<file path="config.mk">
export PLATFORM = sky130hd
export DESIGN_NAME = key_debounce_n
export DESIGN_NICKNAME = d
export VERILOG_FILES = /design/src/rtl/key_pkg.sv /design/src/rtl/key_debounce_ch.sv /design/src/rtl/key_debounce_n.sv
export SDC_FILE = /design/constraint.sdc
export NUM_CORES = 1
export LEC_CHECK = 0
export BUFFER_PORTS_ARGS = -buffer_cell sky130_fd_sc_hd__buf_4
export CAP_MARGIN = 10
export CELL_PAD_IN_SITES_DETAIL_PLACEMENT = 2
export CELL_PAD_IN_SITES_GLOBAL_PLACEMENT = 2
export CORE_MARGIN = 3
export CORE_UTILIZATION = 35
export CTS_CLUSTER_DIAMETER = 150
export DETAILED_ROUTE_END_ITERATION = 12
export HOLD_SLACK_MARGIN = 0.06
export PLACE_DENSITY_LB_ADDON = 0.1
export SETUP_SLACK_MARGIN = 0.15
export SYNTH_ARGS = -nofsm -noshare
export SYNTH_HDL_FRONTEND = slang
export SYNTH_SLANG_ARGS = --single-unit
export TNS_END_PERCENT = 5
</file>
<file path="constraint.sdc">
create_clock -name clk -period 2 [get_ports clk]
set_input_delay 0.1 -clock clk [delete_from_list [all_inputs] [get_ports clk]]
set_output_delay 0.1 -clock clk [all_outputs]
set_load 0.05 [all_outputs]
</file>
<file path="src/rtl/key_pkg.sv">
// rtl/key_pkg.sv - shared timing constants and width helper for the key debouncer
//
// Purpose: default debounce/hold constants for a 50 MHz clock and a helper
// that returns the counter width needed to hold a given cycle count.
// Ports: none (package).
package key_pkg;

  localparam int STABLE_10MS_50M = 500000;
  localparam int HOLD_1S_50M     = 50000000;

  // Bits needed to represent the value 'cycles' (never less than 1).
  function automatic int cnt_width(input longint cycles);
    int w;
    w = $clog2(cycles + 1);
    return (w < 1) ? 1 : w;
  endfunction

endpackage

</file>
<file path="src/rtl/key_debounce_ch.sv">
// rtl/key_debounce_ch.sv - one debounced key channel with edge and long-press pulses
//
// Purpose: 2-FF synchroniser, stable-level filter, press/release pulses and a
// hold counter that produces long-press / auto-repeat pulses.
// Ports:
//   clk      clock
//   rst      synchronous active-high reset
//   sw_in    raw asynchronous key level
//   sw_out   debounced level
//   sw_rise  one-cycle pulse on accepted 0->1
//   sw_fall  one-cycle pulse on accepted 1->0
//   sw_long  one-cycle long-press / repeat pulse
module key_debounce_ch
  import key_pkg::*;
#(
  parameter int CNT_W      = 20,
  parameter int STABLE_CYC = STABLE_10MS_50M,
  parameter int HOLD_W     = 26,
  parameter int HOLD_CYC   = HOLD_1S_50M,
  parameter int REPEAT_CYC = 0
) (
  input  logic clk,
  input  logic rst,
  input  logic sw_in,
  output logic sw_out,
  output logic sw_rise,
  output logic sw_fall,
  output logic sw_long
);

  localparam logic [CNT_W-1:0]  CNT_LAST    = CNT_W'(STABLE_CYC - 1);
  localparam logic [HOLD_W-1:0] HOLD_LAST   = HOLD_W'(HOLD_CYC - 1);
  // Parking value one past the match point: stops further pulses until release.
  localparam logic [HOLD_W-1:0] HOLD_SAT    = HOLD_W'(HOLD_CYC);
  localparam logic [HOLD_W-1:0] HOLD_RELOAD = HOLD_W'(HOLD_CYC - REPEAT_CYC);

  logic              sync1;
  logic              sync2;
  logic [CNT_W-1:0]  cnt;
  logic [HOLD_W-1:0] hcnt;

  always_ff @(posedge clk) begin
    if (rst) begin
      sync1   <= 1'b0;
      sync2   <= 1'b0;
      cnt     <= '0;
      hcnt    <= '0;
      sw_out  <= 1'b0;
      sw_rise <= 1'b0;
      sw_fall <= 1'b0;
      sw_long <= 1'b0;
    end else begin
      sync1   <= sw_in;
      sync2   <= sync1;
      sw_rise <= 1'b0;
      sw_fall <= 1'b0;
      sw_long <= 1'b0;

      // Any agreement restarts the count, so bounce never accumulates.
      if (sync2 == sw_out) begin
        cnt <= '0;
      end else if (cnt == CNT_LAST) begin
        cnt     <= '0;
        sw_out  <= sync2;
        sw_rise <= sync2;
        sw_fall <= ~sync2;
      end else begin
        cnt <= cnt + CNT_W'(1);
      end

      if (HOLD_CYC == 0 || !sw_out) begin
        hcnt <= '0;
      end else if (hcnt == HOLD_LAST) begin
        sw_long <= 1'b1;
        hcnt    <= (REPEAT_CYC == 0) ? HOLD_SAT : HOLD_RELOAD;
      end else if (hcnt != HOLD_SAT) begin
        hcnt <= hcnt + HOLD_W'(1);
      end
    end
  end

endmodule

</file>
<file path="src/rtl/key_debounce_n.sv">
// rtl/key_debounce_n.sv - N-channel key debouncer with edge and long-press events
//
// Purpose: replicates key_debounce_ch over N independent channels and checks
// parameter legality at elaboration.
// Ports:
//   clk      clock
//   rst      synchronous active-high reset
//   SW_IN    [N] raw asynchronous key levels
//   SW_OUT   [N] debounced levels
//   SW_RISE  [N] one-cycle accepted 0->1 pulses
//   SW_FALL  [N] one-cycle accepted 1->0 pulses
//   SW_LONG  [N] one-cycle long-press / repeat pulses
module key_debounce_n
  import key_pkg::*;
#(
  parameter int N          = 8,
  parameter int CNT_W      = 20,
  parameter int STABLE_CYC = STABLE_10MS_50M,
  parameter int HOLD_W     = 26,
  parameter int HOLD_CYC   = HOLD_1S_50M,
  parameter int REPEAT_CYC = 0
) (
  input  logic         clk,
  input  logic         rst,
  input  logic [N-1:0] SW_IN,
  output logic [N-1:0] SW_OUT,
  output logic [N-1:0] SW_RISE,
  output logic [N-1:0] SW_FALL,
  output logic [N-1:0] SW_LONG
);

  if (STABLE_CYC < 1 || cnt_width(STABLE_CYC) > CNT_W) begin : g_bad_stable
    $error("key_debounce_n: STABLE_CYC must be >= 1 and fit in CNT_W bits");
  end

  if (HOLD_CYC < 0 || cnt_width(HOLD_CYC) > HOLD_W) begin : g_bad_hold
    $error("key_debounce_n: HOLD_CYC must fit in HOLD_W bits");
  end

  if (REPEAT_CYC < 0 || REPEAT_CYC > HOLD_CYC) begin : g_bad_repeat
    $error("key_debounce_n: REPEAT_CYC must not exceed HOLD_CYC");
  end

  for (genvar i = 0; i < N; i++) begin : g_ch
    key_debounce_ch #(
      .CNT_W      (CNT_W),
      .STABLE_CYC (STABLE_CYC),
      .HOLD_W     (HOLD_W),
      .HOLD_CYC   (HOLD_CYC),
      .REPEAT_CYC (REPEAT_CYC)
    ) u_ch (
      .clk     (clk),
      .rst     (rst),
      .sw_in   (SW_IN[i]),
      .sw_out  (SW_OUT[i]),
      .sw_rise (SW_RISE[i]),
      .sw_fall (SW_FALL[i]),
      .sw_long (SW_LONG[i])
    );
  end

endmodule

</file>
# Word-level counts from Yosys, hierarchy flattened
# Cells that the tools add are included.
[totals]
inputBits = 10
register_bits = 416
elab_cells = 224
out_inout_bits = 32
[classes]
muxes = 24
bitwise_logic = 32
n_reduce_logical = 48
n_eq_ne = 32
add_sub_neg = 16
[op_table]
columns = ["op", "count"]
rows = [
  ["2-to-1 mux 26 bit", 16],
  ["adder 26 x 1 -> 26 bit (second input constant)", 8],
  ["== test 26 bit (second input constant)", 8],
  ["inequality test 26 bit (second input constant)", 8],
  ["adder 20 x 1 -> 20 bit (second input constant)", 8],
  ["== test 20 x 19 -> 1 bit (second input constant)", 8],
  ["OR reduction 3 bit", 24],
  ["NOT 1 bit", 32],
  ["AND reduction 2 bit", 8],
  ["nonzero test 2 bit", 8],
  ["OR reduction 2 bit", 8],
  ["== test 1 bit", 8],
  ["2-to-1 mux 1 bit", 8],
]

# Depth between registers and ports, before layout
# Gate-level depths: netlist of the first run.
[depth]
depth_word = 3
depth_mapped = 7
mapped_depth_nobuf = 7

# Hierarchy
# A second synthesis of the first run with hierarchy kept.
[hier_totals]
hier_cells = 2233
hier_area_um2 = 19479.9
[by_module_without_submodules]
columns = ["mod", "seq_area_each_um2", "area_each_um2", "cells_per_inst", "n_inst"]
rows = [
  ["key_debounce_ch at g_ch[0].u_ch ...", 1041.0, 2448.6, 282, 7],
  ["key_debounce_ch at g_ch[7].u_ch", 1041.0, 2339.7, 259, 1],
]

# Worst setup path before layout of the first run
# Ideal clock, no wire load.
[synth_timing]
path_type = "register to register"
startpoint = "register g_ch[7].u_ch.hcnt[1]"
endpoint = "register g_ch[7].u_ch.hcnt[18]"
path_buffers = 1
required_time_ns = 1.885
setup_slack_ns = 0.150
path_stages_with_launch = 8
setup_ns = 0.115
arrival_ns = 1.735
synth_period_minus_slack_ns = 1.850
path_cell_list = "dfxtp_1 > ha_1 > inv_1 > or3_1 > or4_1 > nand2b_2 > buf_4 > nor2_1"
[synth_via]
elab_chain_len = 2
word_cells_on_any_way = 4
cone_classes = "add/sub: 1; eq/ne: 2; reduce/logical: 1"
[synth_rtl]
columns = ["element", "line", "text"]
rows = [
  ["start, declared", "key_debounce_ch.sv:40", "logic [HOLD_W-1:0] hcnt;"],
  ["start signal, assigned", "key_debounce_ch.sv:75", "hcnt <= (REPEAT_CYC == 0) ? HOLD_SAT : HOLD_RELOAD;"],
  ["start signal, assigned", "key_debounce_ch.sv:77", "hcnt <= hcnt + HOLD_W'(1);"],
  ["branches (longest 2 deep; another with adder 26 x 1 -> 26 bit)", "n/a", ""],
]
# Parallel ways; which one is timed is not known.
# A chain may end at the register's enable or synchronous reset.

# Final worst setup path of the first run
[layout_timing]
startpoint = "register g_ch[3].u_ch.hcnt[1]"
endpoint = "register g_ch[3].u_ch.hcnt[22]"
[layout_via]
elab_chain_len = 3
word_cells_on_any_way = 6
cone_classes = "add/sub: 1; eq/ne: 2; mux: 2; reduce/logical: 1"
[layout_rtl]
columns = ["element", "line", "text"]
rows = [
  ["start, declared", "key_debounce_ch.sv:40", ""],
  ["start signal, assigned", "key_debounce_ch.sv:75", ""],
  ["start signal, assigned", "key_debounce_ch.sv:77", ""],
  ["adder 26 x 1 -> 26 bit", "key_debounce_ch.sv:77", ""],
  ["2-to-1 mux 26 bit", "key_debounce_ch.sv:76", "end else if (hcnt != HOLD_SAT) begin"],
  ["2-to-1 mux 26 bit", "key_debounce_ch.sv:73", "end else if (hcnt == HOLD_LAST) begin"],
]
# Several ways; a longest one is shown, not always the timed one. The select of a mux whose other input is x is not followed.

==> impl_metrics.env, run 1 <==
export IMPL_period_minus_slack_ns=1.81
export IMPL_async_flop_share_pct=0
export IMPL_synthCells=2142
export IMPL_worst_path_max_delay_cell="dfxtp_1"
export IMPL_drt_wl_total_um=48700
export IMPL_synth_area_leader_cell="dfxtp_1"
export IMPL_max_cap_viol_count=0
export IMPL_dieArea_um2=55700
export IMPL_yosysSeqAreaShare_pct=45.0
export IMPL_synth_nets=2176
export IMPL_initial_core_util_pct=35.7
export IMPL_r2r_start="g_ch[3].u_ch.hcnt[1]"
export IMPL_slowest_delay_ns=0.39
export IMPL_tritoncts="built"
export IMPL_synthTopCellsByCount="nor2_1 (424), dfxtp_1 (416), xor2_1 (182)"
export IMPL_p_leak_nw=7.37
export IMPL_r2r_end="g_ch[3].u_ch.hcnt[22]"
export IMPL_antenna_found_initial=0
export IMPL_p_per_area_nw_per_um2=836
export IMPL_ys_ff_latch=416
export IMPL_yosysUniqueCellTypes=56
export IMPL_cts_buffers=51
export IMPL_core_area_um2=51800
export IMPL_crit_arrival_ns=2.27
export IMPL_hold_path_end="g_ch[4].u_ch.sync1"
export IMPL_dominantRegCellSynth="dfxtp_1"
export IMPL_swShare_pct=20.6
export IMPL_cts_sinks=416
export IMPL_globalplace_congestion=0.758
export IMPL_outcome="finished clean"
export IMPL_final_cells=2994
export IMPL_power_switching_mw=3.89
export IMPL_grt_ovfl_total=0
export IMPL_post_route_period_util_pct=90.7
export IMPL_hold_start="SW_IN[4]"
export IMPL_ant_nets=0
export IMPL_cp_cell_sequence="ha_2 > nand3_1 > or2_2 > nor4_1 > xnor2_1 > nor2_1"
export IMPL_syn_cell_area_um2=18500
export IMPL_crit_path_start_kind="register"
export IMPL_yosysMostFrequentCell="nor2_1"
export IMPL_die_x_um=236
export IMPL_io_buffers=41
export IMPL_h_tree_depth=2
export IMPL_insertion_delay_ns=0.60
export IMPL_clockBufferDepth=3
export IMPL_final_util_pct=43.5
export IMPL_dieHeight_um=236
export IMPL_path_max_fanout=6
export IMPL_hp_class="primary input to register"
export IMPL_pwr_share_seq_pct=44.2
export IMPL_dr_pass1_iters=4
export IMPL_path_class="register to register"
export IMPL_clockRootBuffer="clkbuf_16"
export IMPL_drive_gt1_share_pct=15.7
export IMPL_via_per_inst=5.12
export IMPL_post_place_cells=2879
export IMPL_wl_per_cell_um=16.3
export IMPL_path_clk_slew_ns=0.06
export IMPL_cp_required_ns=2.46
export IMPL_combPwrFrac_pct=0.7
export IMPL_rows=83
export IMPL_crit_path_end_kind="register"
export IMPL_intPower_mw=14.9
export IMPL_p_clk_share_pct=55.1
export IMPL_synthTopCellsByArea="dfxtp_1 (45%), xor2_1 (8.6%), nor2_1 (8.6%)"
export IMPL_rsz0062_at_grt="true"
export IMPL_clock_skew_ns=0.0186
export IMPL_hold_path_cell_count=3
export IMPL_drv_slew=0
export IMPL_synth_edf_count=0
export IMPL_io_pins=42
export IMPL_syn2layout_area_growth_pct=21.6
export IMPL_yosysWarnings=0
export IMPL_grt_total_usage_pct=17.3
export IMPL_drtIter0Drc=443
export IMPL_report_final_setup_viol=0
export IMPL_via_count=15300
export IMPL_grt_pass1_vias=16600
export IMPL_final_net_count=2305
export IMPL_grt_pass1_wl_um=83000
export IMPL_reg2reg_depth=6
export IMPL_dp_hpwl_um=33200
export IMPL_max_vdd_ir_drop_mv=0.639
export IMPL_fmax_mhz=551
export IMPL_netlist_area_leader_share_pct=45.0
export IMPL_tightest_slew_ns=0.800
export IMPL_hold_viol_final=0
export IMPL_reg2reg_slack_ns=0.19
export IMPL_syn_avg_cell_area_um2=8.65
export IMPL_finalSetupTns_ns=0
export IMPL_drc=0
export IMPL_relSlewSlack_pct=46.5
export IMPL_grt_max_degree=25
worst max path at each step:
stage / to / from / slack, ns
floorplan: g_ch[7].u_ch.hcnt[18] / g_ch[7].u_ch.hcnt[1] / 0.15
global placement: g_ch[7].u_ch.hcnt[24] / g_ch[7].u_ch.hcnt[1] / 0.09
detailed placement: g_ch[7].u_ch.hcnt[1] / g_ch[7].u_ch.hcnt[1] / 0.01
CTS: g_ch[5].u_ch.hcnt[9] / g_ch[5].u_ch.hcnt[3] / 0.09
global route: g_ch[3].u_ch.hcnt[22] / g_ch[3].u_ch.hcnt[1] / 0.04
finish: g_ch[3].u_ch.hcnt[22] / g_ch[3].u_ch.hcnt[1] / 0.19
through the flow:
| stage | area [um2] | worst slack, ns | power [mW] | hold slack (ns) |
|---|---|---|---|---|
| floorplan | 18500 | 0.150 | 8.56 | 0.228 |
| global placement | 20000 | 0.0947 | 8.61 | 0.308 |
| detailed placement | 20000 | 0.0123 | 8.62 | 0.323 |
| CTS | 22100 | 0.0879 | 19.2 | 0.263 |
| global route | 22500 | 0.0422 | 19.6 | 0.306 |
| finish | 22500 | 0.187 | 18.8 | 0.295 |
per-layer routing:
| layer | wire [um] | up-vias | GRT usage [%] |
|---|---|---|---|
| met2 | 24200 | 103 | 30.5 |
| met5 | 0 | - | 0 |
| li1 | - | 7538 | - |
| met1 | 22200 | 7604 | 22.1 |
| met3 | 1190 | 73 | 2.33 |
| met4 | 1050 | 0 | 4.87 |
timing repair:
item	CTS	global route
cloned	1	0
hold buffers	14	0
pin swaps	0	12
buffers inserted	2	2
hold endpoints to repair	23	0
resized for setup	6	104
setup endpoints to repair	93	254
sequential cells by signal, summed over array words and instances, names as in the netlist:
signal	count
g_ch.u_ch.sync2	8
g_ch.u_ch.sw_long	8
g_ch.u_ch.hcnt	208
g_ch.u_ch.cnt	160
g_ch.u_ch.sw_rise	8
g_ch.u_ch.sw_fall	8
g_ch.u_ch.sync1	8
g_ch.u_ch.sw_out	8
worst max-delay path: cells and delay by family, from the launching register on:
kind | cells | cell delay, ns
xor+xnor | 1 | 0.17
fa+ha+maj | 1 | 0.26
flops | 1 | 0.39
simple gates | 4 | 0.86
cells in the final DEF (no fill, tap or decap), types with 48 or more instances in the layout:
cell and count:
nor2_1 423, buf_4 143, nand4_1 96, nor3_1 60, and3_1 48, dfxtp_1 389
nand2_1 138, nand3_1 152, clkbuf_16 51, xor2_1 182, xnor2_1 140, inv_1 52
final cells by class:
cell class	instances	area, um2
Fill cell	5604	29300
Multi-Input combinational cell	1584	9870
Sequential cell	416	8370
Clock buffer	63	1380
Timing Repair Buffer	165	1350
Tap cell	680	851
Clock inverter	32	505
Inverter	53	199
Antenna cell	1	2.50
cell families after synthesis:
logic type | count (synthesis) | synth area share, %
buffers and inverters | 143 | 3.72
AOI/OAI and AO/OA | 64 | 2.06
muxes | 13 | 0.702
xor gates and xnor gates | 322 | 15.2
DFF | 416 | 45.0
adders and majority gates | 24 | 1.62
and+or+nand+nor | 1160 | 31.7
power groups by stage:
stage,Clock [mW],Combinational (mW),Sequential (mW)
after floorplan,0,0.0595,8.50
after global placement,0,0.110,8.50
after detailed placement,0,0.113,8.50
after CTS,10.8,0.135,8.32
after global routing,11.1,0.150,8.31
final,10.4,0.135,8.32
(Power assumes the default switching activity.)
==> inputs of run 2 (changes only) <==
--- a/config.mk
+++ b/config.mk
@@ -5,12 +5,14 @@
 export SDC_FILE = /design/constraint.sdc
 export NUM_CORES = 1
 export LEC_CHECK = 0
+export ABC_AREA = 1
 export BUFFER_PORTS_ARGS = -buffer_cell sky130_fd_sc_hd__buf_4
 export CAP_MARGIN = 10
 export CELL_PAD_IN_SITES_DETAIL_PLACEMENT = 2
 export CELL_PAD_IN_SITES_GLOBAL_PLACEMENT = 2
 export CORE_MARGIN = 3
-export CORE_UTILIZATION = 35
+export CORE_UTILIZATION = 33
+export CTS_BUF_LIST = sky130_fd_sc_hd__clkbuf_2 sky130_fd_sc_hd__clkbuf_4 sky130_fd_sc_hd__clkbuf_8
 export CTS_CLUSTER_DIAMETER = 150
 export DETAILED_ROUTE_END_ITERATION = 12
 export HOLD_SLACK_MARGIN = 0.06
==> run 2 against run 1 <==
Compared with the run above: first-iteration DRC count is 69% higher; synthesized cell count is 62% higher; routed wire length is 47% higher; core utilization is 5.0 points lower; largest cell class unchanged; largest power group unchanged; highest routed layer unchanged.
==> impl_metrics.env, run 2 <==
export IMPL_cts_sinks=416
export IMPL_core_area_um2=66300
export IMPL_clock_skew_ns=0.0364
export IMPL_yosysWarnings=0
export IMPL_drt_wl_total_um=71600
export IMPL_syn2layout_area_growth_pct=14.7
export IMPL_period_minus_slack_ns=1.76
export IMPL_drtIter0Drc=747
export IMPL_syn_avg_cell_area_um2=6.40
export IMPL_post_route_period_util_pct=87.9
export IMPL_final_area_um2=25500
export IMPL_synth_area_leader_cell="dfxtp_1"
export IMPL_via_per_inst=4.88
export IMPL_drc=0
export IMPL_dp_slack_ns=0.177
export IMPL_path_common_cell="nor2_1"
export IMPL_clockBufferDepth=3
export IMPL_cp_cell_sequence="ha_1 > nand3_1 > nor2_4 > nand2_1 > nor2_1 > xnor2_1 > nor2_1"
export IMPL_slowest_delay_ns=0.44
export IMPL_top_register="g_ch.u_ch.hcnt"
export IMPL_synth_nets=3512
export IMPL_layout_common_cells="nand2_1 (976), nor2_1 (822), dfxtp_1 (415)"
export IMPL_final_util_pct=38.5
export IMPL_dp_hpwl_um=54600
export IMPL_max_vdd_ir_drop_mv=0.415
export IMPL_initial_core_util_pct=33.6
export IMPL_startpoint="g_ch[7].u_ch.cnt[0]"
export IMPL_grt_pass1_vias=24500
export IMPL_drive_gt1_share_pct=8.79
export IMPL_async_flop_share_pct=0
export IMPL_wl_per_cell_um=15.9
export IMPL_p_per_area_nw_per_um2=710
export IMPL_crit_path_end_kind="register"
export IMPL_yosysMostFrequentCell="nand2_1"
export IMPL_synth_edf_count=0
export IMPL_h_tree_depth=3
export IMPL_cp_required_ns=2.55
export IMPL_grt_max_degree=23
export IMPL_via_count=22000
export IMPL_rsz0062_at_grt="true"
export IMPL_antenna_found_initial=1
export IMPL_outcome="finished clean"
export IMPL_hp_class="primary input to register"
export IMPL_tritoncts="built"
export IMPL_drv_slew=0
export IMPL_dieArea_um2=70600
export IMPL_rows=94
export IMPL_crit_arrival_ns=2.30
export IMPL_globalplace_congestion=0.807
export IMPL_fmax_mhz=569
export IMPL_grt_pass1_wl_um=121000
export IMPL_hold_viol_final=0
export IMPL_max_cap_viol_count=0
export IMPL_tightest_slew_ns=0.615
export IMPL_netlist_area_leader_share_pct=37.4
export IMPL_synthTopCellsByCount="nand2_1 (976), nor2_1 (824), dfxtp_1 (416)"
export IMPL_path_max_fanout=6
export IMPL_final_common_cell="nand2_1"
export IMPL_die_x_um=266
export IMPL_cts_buffers=84
export IMPL_finalSetupTns_ns=0
export IMPL_synthTopCellsByArea="dfxtp_1 (37%), nand2_1 (16%), nor2_1 (14%)"
export IMPL_dr_pass1_iters=4
export IMPL_place_area_um2=23400
export IMPL_path_clk_slew_ns=0.06
export IMPL_syn_cell_area_um2=22300
export IMPL_report_final_setup_viol=0
export IMPL_worst_path_max_delay_cell="dfxtp_1"
export IMPL_insertion_delay_ns=0.68
export IMPL_grt_ovfl_total=0
export IMPL_largest_reg_flops=208
export IMPL_p_leak_nw=8.49
export IMPL_hold_start="rst"
export IMPL_io_buffers=41
export IMPL_grt_total_usage_pct=20.4
export IMPL_final_net_count=3621
export IMPL_ant_nets=0
export IMPL_ys_ff_latch=416
export IMPL_path_class="register to register"
export IMPL_whs_ns=0.343
export IMPL_yosysUniqueCellTypes=32
export IMPL_dominantRegCellSynth="dfxtp_1"
export IMPL_synthCells=3478
export IMPL_dieHeight_um=266
export IMPL_r2r_start="g_ch[7].u_ch.cnt[0]"
export IMPL_largest_registers="g_ch.u_ch.hcnt: 208 flops, g_ch.u_ch.cnt: 160 flops"
export IMPL_clockRootBuffer="clkbuf_8"
export IMPL_io_pins=42
export IMPL_relSlewSlack_pct=58.9
export IMPL_yosysSeqAreaShare_pct=37.4
export IMPL_crit_path_start_kind="register"
export IMPL_setup_slack_ns=0.243
-- run 2: cell count changes in the layout (fill, tap and decap cells not counted), sizes merged, moves of 60 or more --
cell | before | now
nand2 | 140 | 995
nor2 | 424 | 859
inv | 56 | 370
a21oi | 23 | 159
xor2 | 182 | 86
xnor2 | 140 | 55
buf | 151 | 79
clkbuf | 63 | 128
nor4 | 60 | 0
-- run 2: layout make-up --
type | instances | area [um2]
flip-flops and latches | 416 | 8330
well taps | 864 | 1080
multi-input cells | 2621 | 12100
clock buffers | 128 | 1650
clock inverters | 21 | 195
fillers | 8167 | 40800
diodes | 1 | 2.50
repair buffers | 96 | 808
inverters | 368 | 1380
-- run 2: critical path, delay by kind of cell, from the launching register on --
family        cells  cell delay, ns
simple gates      5            0.80
flops             1            0.44
fa+ha+maj         1            0.27
xor+xnor          1            0.14
-- run 2: power by group --
group / total [mW] / switching (mW) / internal (mW) / leakage [nW]
clock network: 9.66 / 4.02 / 5.64 / 0.976
logic: 0.143 / 0.0781 / 0.0653 / 4.16
registers: 8.33 / 0.0162 / 8.31 / 3.35
total: 18.1 / 4.11 / 14.0 / 8.49
-- run 2: path summary, 6_finish.rpt --
check | end | cells past startpoint | slack, ns
max reg2reg | g_ch[7].u_ch.cnt[12] | 7 | 0.24
min | g_ch[3].u_ch.sync2 | 4 | 0.34
max | g_ch[7].u_ch.cnt[12] | 7 | 0.24
min reg2reg | g_ch[3].u_ch.sync2 | 2 | 0.41
-- run 2: metal layers --
metal	GRT usage [%]	routed length, um
met5	0	0
met4	4.73	1440
met3	2.99	1550
met2	37.6	35500
met1	25.0	33100
-- run 2: per-stage QoR --
stage               std cells  power [mW]
global route             4515        18.9
finish                   4515        18.1
CTS                      4508        18.5
detailed placement       4342        8.62
global placement         4342        8.61
floorplan                3478        8.56
-- run 2: cells by family (layout without fill, tap and decap cells) --
logic type / count (synthesis) / in the layout / synth area share, %
other: 0 / 1 / 0
adders and majority gates: 24 / 24 / 1.35
DFF: 416 / 416 / 37.4
xor gates and xnor gates: 141 / 141 / 5.55
AOI/OAI and AO/OA: 224 / 224 / 5.36
buffers and inverters: 441 / 613 / 8.41
and+or+nand+nor: 2232 / 2232 / 41.9
-- run 2: what timing repair did --
action | CTS | global route
setup buffers | 0 | 6
hold endpoints to repair | 28 | 0
hold buffers | 17 | 0
resized for setup | 0 | 9
endpoints found under the setup margin | 7 | 174
pin swaps | 1 | 2
==> inputs of run 3 (changes only) <==
--- a/config.mk
+++ b/config.mk
@@ -11,7 +11,7 @@
 export CELL_PAD_IN_SITES_DETAIL_PLACEMENT = 2
 export CELL_PAD_IN_SITES_GLOBAL_PLACEMENT = 2
 export CORE_MARGIN = 3
-export CORE_UTILIZATION = 33
+export CORE_UTILIZATION = 39
 export CTS_BUF_LIST = sky130_fd_sc_hd__clkbuf_2 sky130_fd_sc_hd__clkbuf_4 sky130_fd_sc_hd__clkbuf_8
 export CTS_CLUSTER_DIAMETER = 150
 export DETAILED_ROUTE_END_ITERATION = 12
==> constraint.sdc (replaced) <==
create_clock -name clk -period 2.15 [get_ports clk]
set_input_delay 0.1075 -clock clk [delete_from_list [all_inputs] [get_ports clk]]
set_output_delay 0.1075 -clock clk [all_outputs]
set_load 0.05 [all_outputs]
==> run 3 against run 2 <==
Compared with the run above: critical path depth did not move; sequential share of layout area grew 0.60 points; core utilization grew 6.5 points; critical endpoint is now g_ch[3].u_ch.cnt[2]; worst setup slack worse by 0.014 ns.
==> impl_metrics.env, run 3 (same netlist as run 2, synthesis figures left out) <==
export IMPL_worst_path_max_delay_cell="dfxtp_1"
export IMPL_fillerInstances=6856
export IMPL_dieHeight_um=245
export IMPL_startpoint="g_ch[3].u_ch.cnt[0]"
export IMPL_cp_required_ns=2.68
export IMPL_relSlewSlack_pct=60.6
export IMPL_tritoncts="built"
export IMPL_drc=0
export IMPL_via_per_inst=5.15
export IMPL_path_clk_slew_ns=0.06
export IMPL_initial_core_util_pct=39.9
export IMPL_r2r_start="g_ch[3].u_ch.cnt[0]"
export IMPL_crit_path_end_kind="register"
export IMPL_hold_start="rst"
export IMPL_top_register="g_ch.u_ch.hcnt"
export IMPL_cts_sinks=416
export IMPL_rows=86
export IMPL_grt_pass1_vias=25700
export IMPL_insertion_delay_ns=0.67
export IMPL_layout_common_cells="nand2_1 (976), nor2_1 (823), dfxtp_1 (416)"
export IMPL_clock_skew_ns=0.0284
export IMPL_final_net_count=3601
export IMPL_path_class="register to register"
export IMPL_post_route_period_util_pct=89.3
export IMPL_hold_path_cell_count=3
export IMPL_crit_arrival_ns=2.45
export IMPL_reg2reg_depth=7
export IMPL_antenna_found_initial=1
export IMPL_clockBufferDepth=3
export IMPL_max_cap_viol_count=0
export IMPL_core_area_um2=55700
export IMPL_grt_max_degree=21
export IMPL_cp_cell_sequence="ha_1 > nand3_1 > nor2_1 > nand2_1 > o21ai_4 > buf_4 > nor3_1"
export IMPL_p_per_area_nw_per_um2=655
export IMPL_clockRootBuffer="clkbuf_8"
export IMPL_reg2reg_slack_ns=0.23
export IMPL_path_max_fanout=12
export IMPL_multi_input_area_um2=12100
export IMPL_outcome="finished clean"
export IMPL_h_tree_depth=3
export IMPL_grt_total_usage_pct=26.4
export IMPL_crit_buf_inv=1
export IMPL_syn2layout_area_growth_pct=12.6
export IMPL_dieArea_um2=60000
export IMPL_period_minus_slack_ns=1.92
export IMPL_largest_registers="g_ch.u_ch.hcnt: 208 flops, g_ch.u_ch.cnt: 160 flops"
export IMPL_slowest_delay_ns=0.41
export IMPL_dp_hpwl_um=55000
export IMPL_final_common_cell="nand2_1"
export IMPL_drt_wl_total_um=79500
export IMPL_via_count=22500
export IMPL_crit_family="simple AND/OR/NAND/NOR gates"
export IMPL_hold_path_end="g_ch[7].u_ch.sync2"
export IMPL_p_leak_nw=8.30
export IMPL_grt_pass1_wl_um=132000
export IMPL_io_pins=42
export IMPL_regArea_um2=8330
export IMPL_io_buffers=41
export IMPL_finalSetupTns_ns=0
export IMPL_hold_viol_final=0
export IMPL_wl_per_cell_um=18.2
export IMPL_whs_ns=0.300
export IMPL_max_vdd_ir_drop_mv=0.464
export IMPL_largest_reg_flops=208
export IMPL_rsz0062_at_grt="true"
export IMPL_drtIter0Drc=855
export IMPL_grt_ovfl_total=0
export IMPL_die_x_um=245
export IMPL_drive_gt1_share_pct=8.14
export IMPL_crit_path_start_kind="register"
export IMPL_drv_slew=0
export IMPL_report_final_setup_viol=0
export IMPL_cts_buffers=80
export IMPL_r2r_end="g_ch[3].u_ch.cnt[2]"
export IMPL_fmax_mhz=521
export IMPL_dr_pass1_iters=5
export IMPL_globalplace_congestion=0.812
export IMPL_hp_class="primary input to register"
export IMPL_ant_nets=0
export IMPL_tightest_slew_ns=0.591
[run 3: cell types whose count changed in the layout (fill, tap and decap cells not counted), sizes merged]
cell | before | now
buf | 79 | 63
clkbuf | 128 | 121
inv | 370 | 368
bufinv | 3 | 2
clkinv | 13 | 14
[run 3: power by group]
part | internal [mW] | switching [mW] | total, mW | leakage [nW]
Clock | 4.80 | 3.72 | 8.53 | 0.902
Combinational | 0.0575 | 0.0799 | 0.137 | 4.05
Sequential | 7.73 | 0.0188 | 7.75 | 3.35
[run 3: worst max path at each step]
stage	end	slack (ns)	cells after the start
5_1_grt	g_ch[7].u_ch.cnt[0]	0.1	7
3_5_place_dp	g_ch[3].u_ch.cnt[3]	0.24	7
4_1_cts	g_ch[3].u_ch.cnt[6]	0.19	7
3_3_place_gp	g_ch[1].u_ch.hcnt[24]	0.39	6
6_report	g_ch[3].u_ch.cnt[2]	0.23	7
2_1_floorplan	g_ch[6].u_ch.hcnt[4]	0.66	9
[run 3: worst min-delay path, stage by stage]
cell           delay (ns)
dlygate4sd3_1        0.52
buf_4                0.18
nor2_1               0.09
[run 3: what timing repair did]
item,4_1_cts,5_1_grt
setup endpoints to repair,0,70
hold buffers,17,0
buffers inserted,0,5
endpoints found under the hold margin,25,0
gates resized for setup,0,4
[run 3: final cells by class]
class | instances | area share [%]
multi-input cells | 2621 | 48.2
repair buffers | 80 | 2.57
inverters | 368 | 5.51
diodes | 1 | 0.00999
well taps | 748 | 3.74
clock buffers | 121 | 6.15
clock inverters | 19 | 0.609
flip-flops and latches | 416 | 33.2
[run 3: stage by stage]
step                instances  util, %  setup slack, ns  cell area (um2)  total power, mW
floorplan                3478        -            0.656            22300             7.97
global placement         4211     41.5            0.395            23100             8.01
detailed placement       4211     41.5            0.238            23100             8.02
CTS                      4368     44.9            0.193            25000             16.6
global route             4374     45.0           0.0985            25100             17.0
finish                   4374     45.0            0.229            25100             16.4
[run 3: layer usage]
layer | routed length [um] | part of all wire, % | track usage (%) | up-vias
li1 | - | - | - | 11000
met1 | 34400 | 43 | 30.7 | 11200
met2 | 41300 | 52 | 49.9 | 235
met3 | 1930 | 2.4 | 3.54 | 138
met4 | 1900 | 2.4 | 8.61 | 0
met5 | 0 | 0 | 0 | -
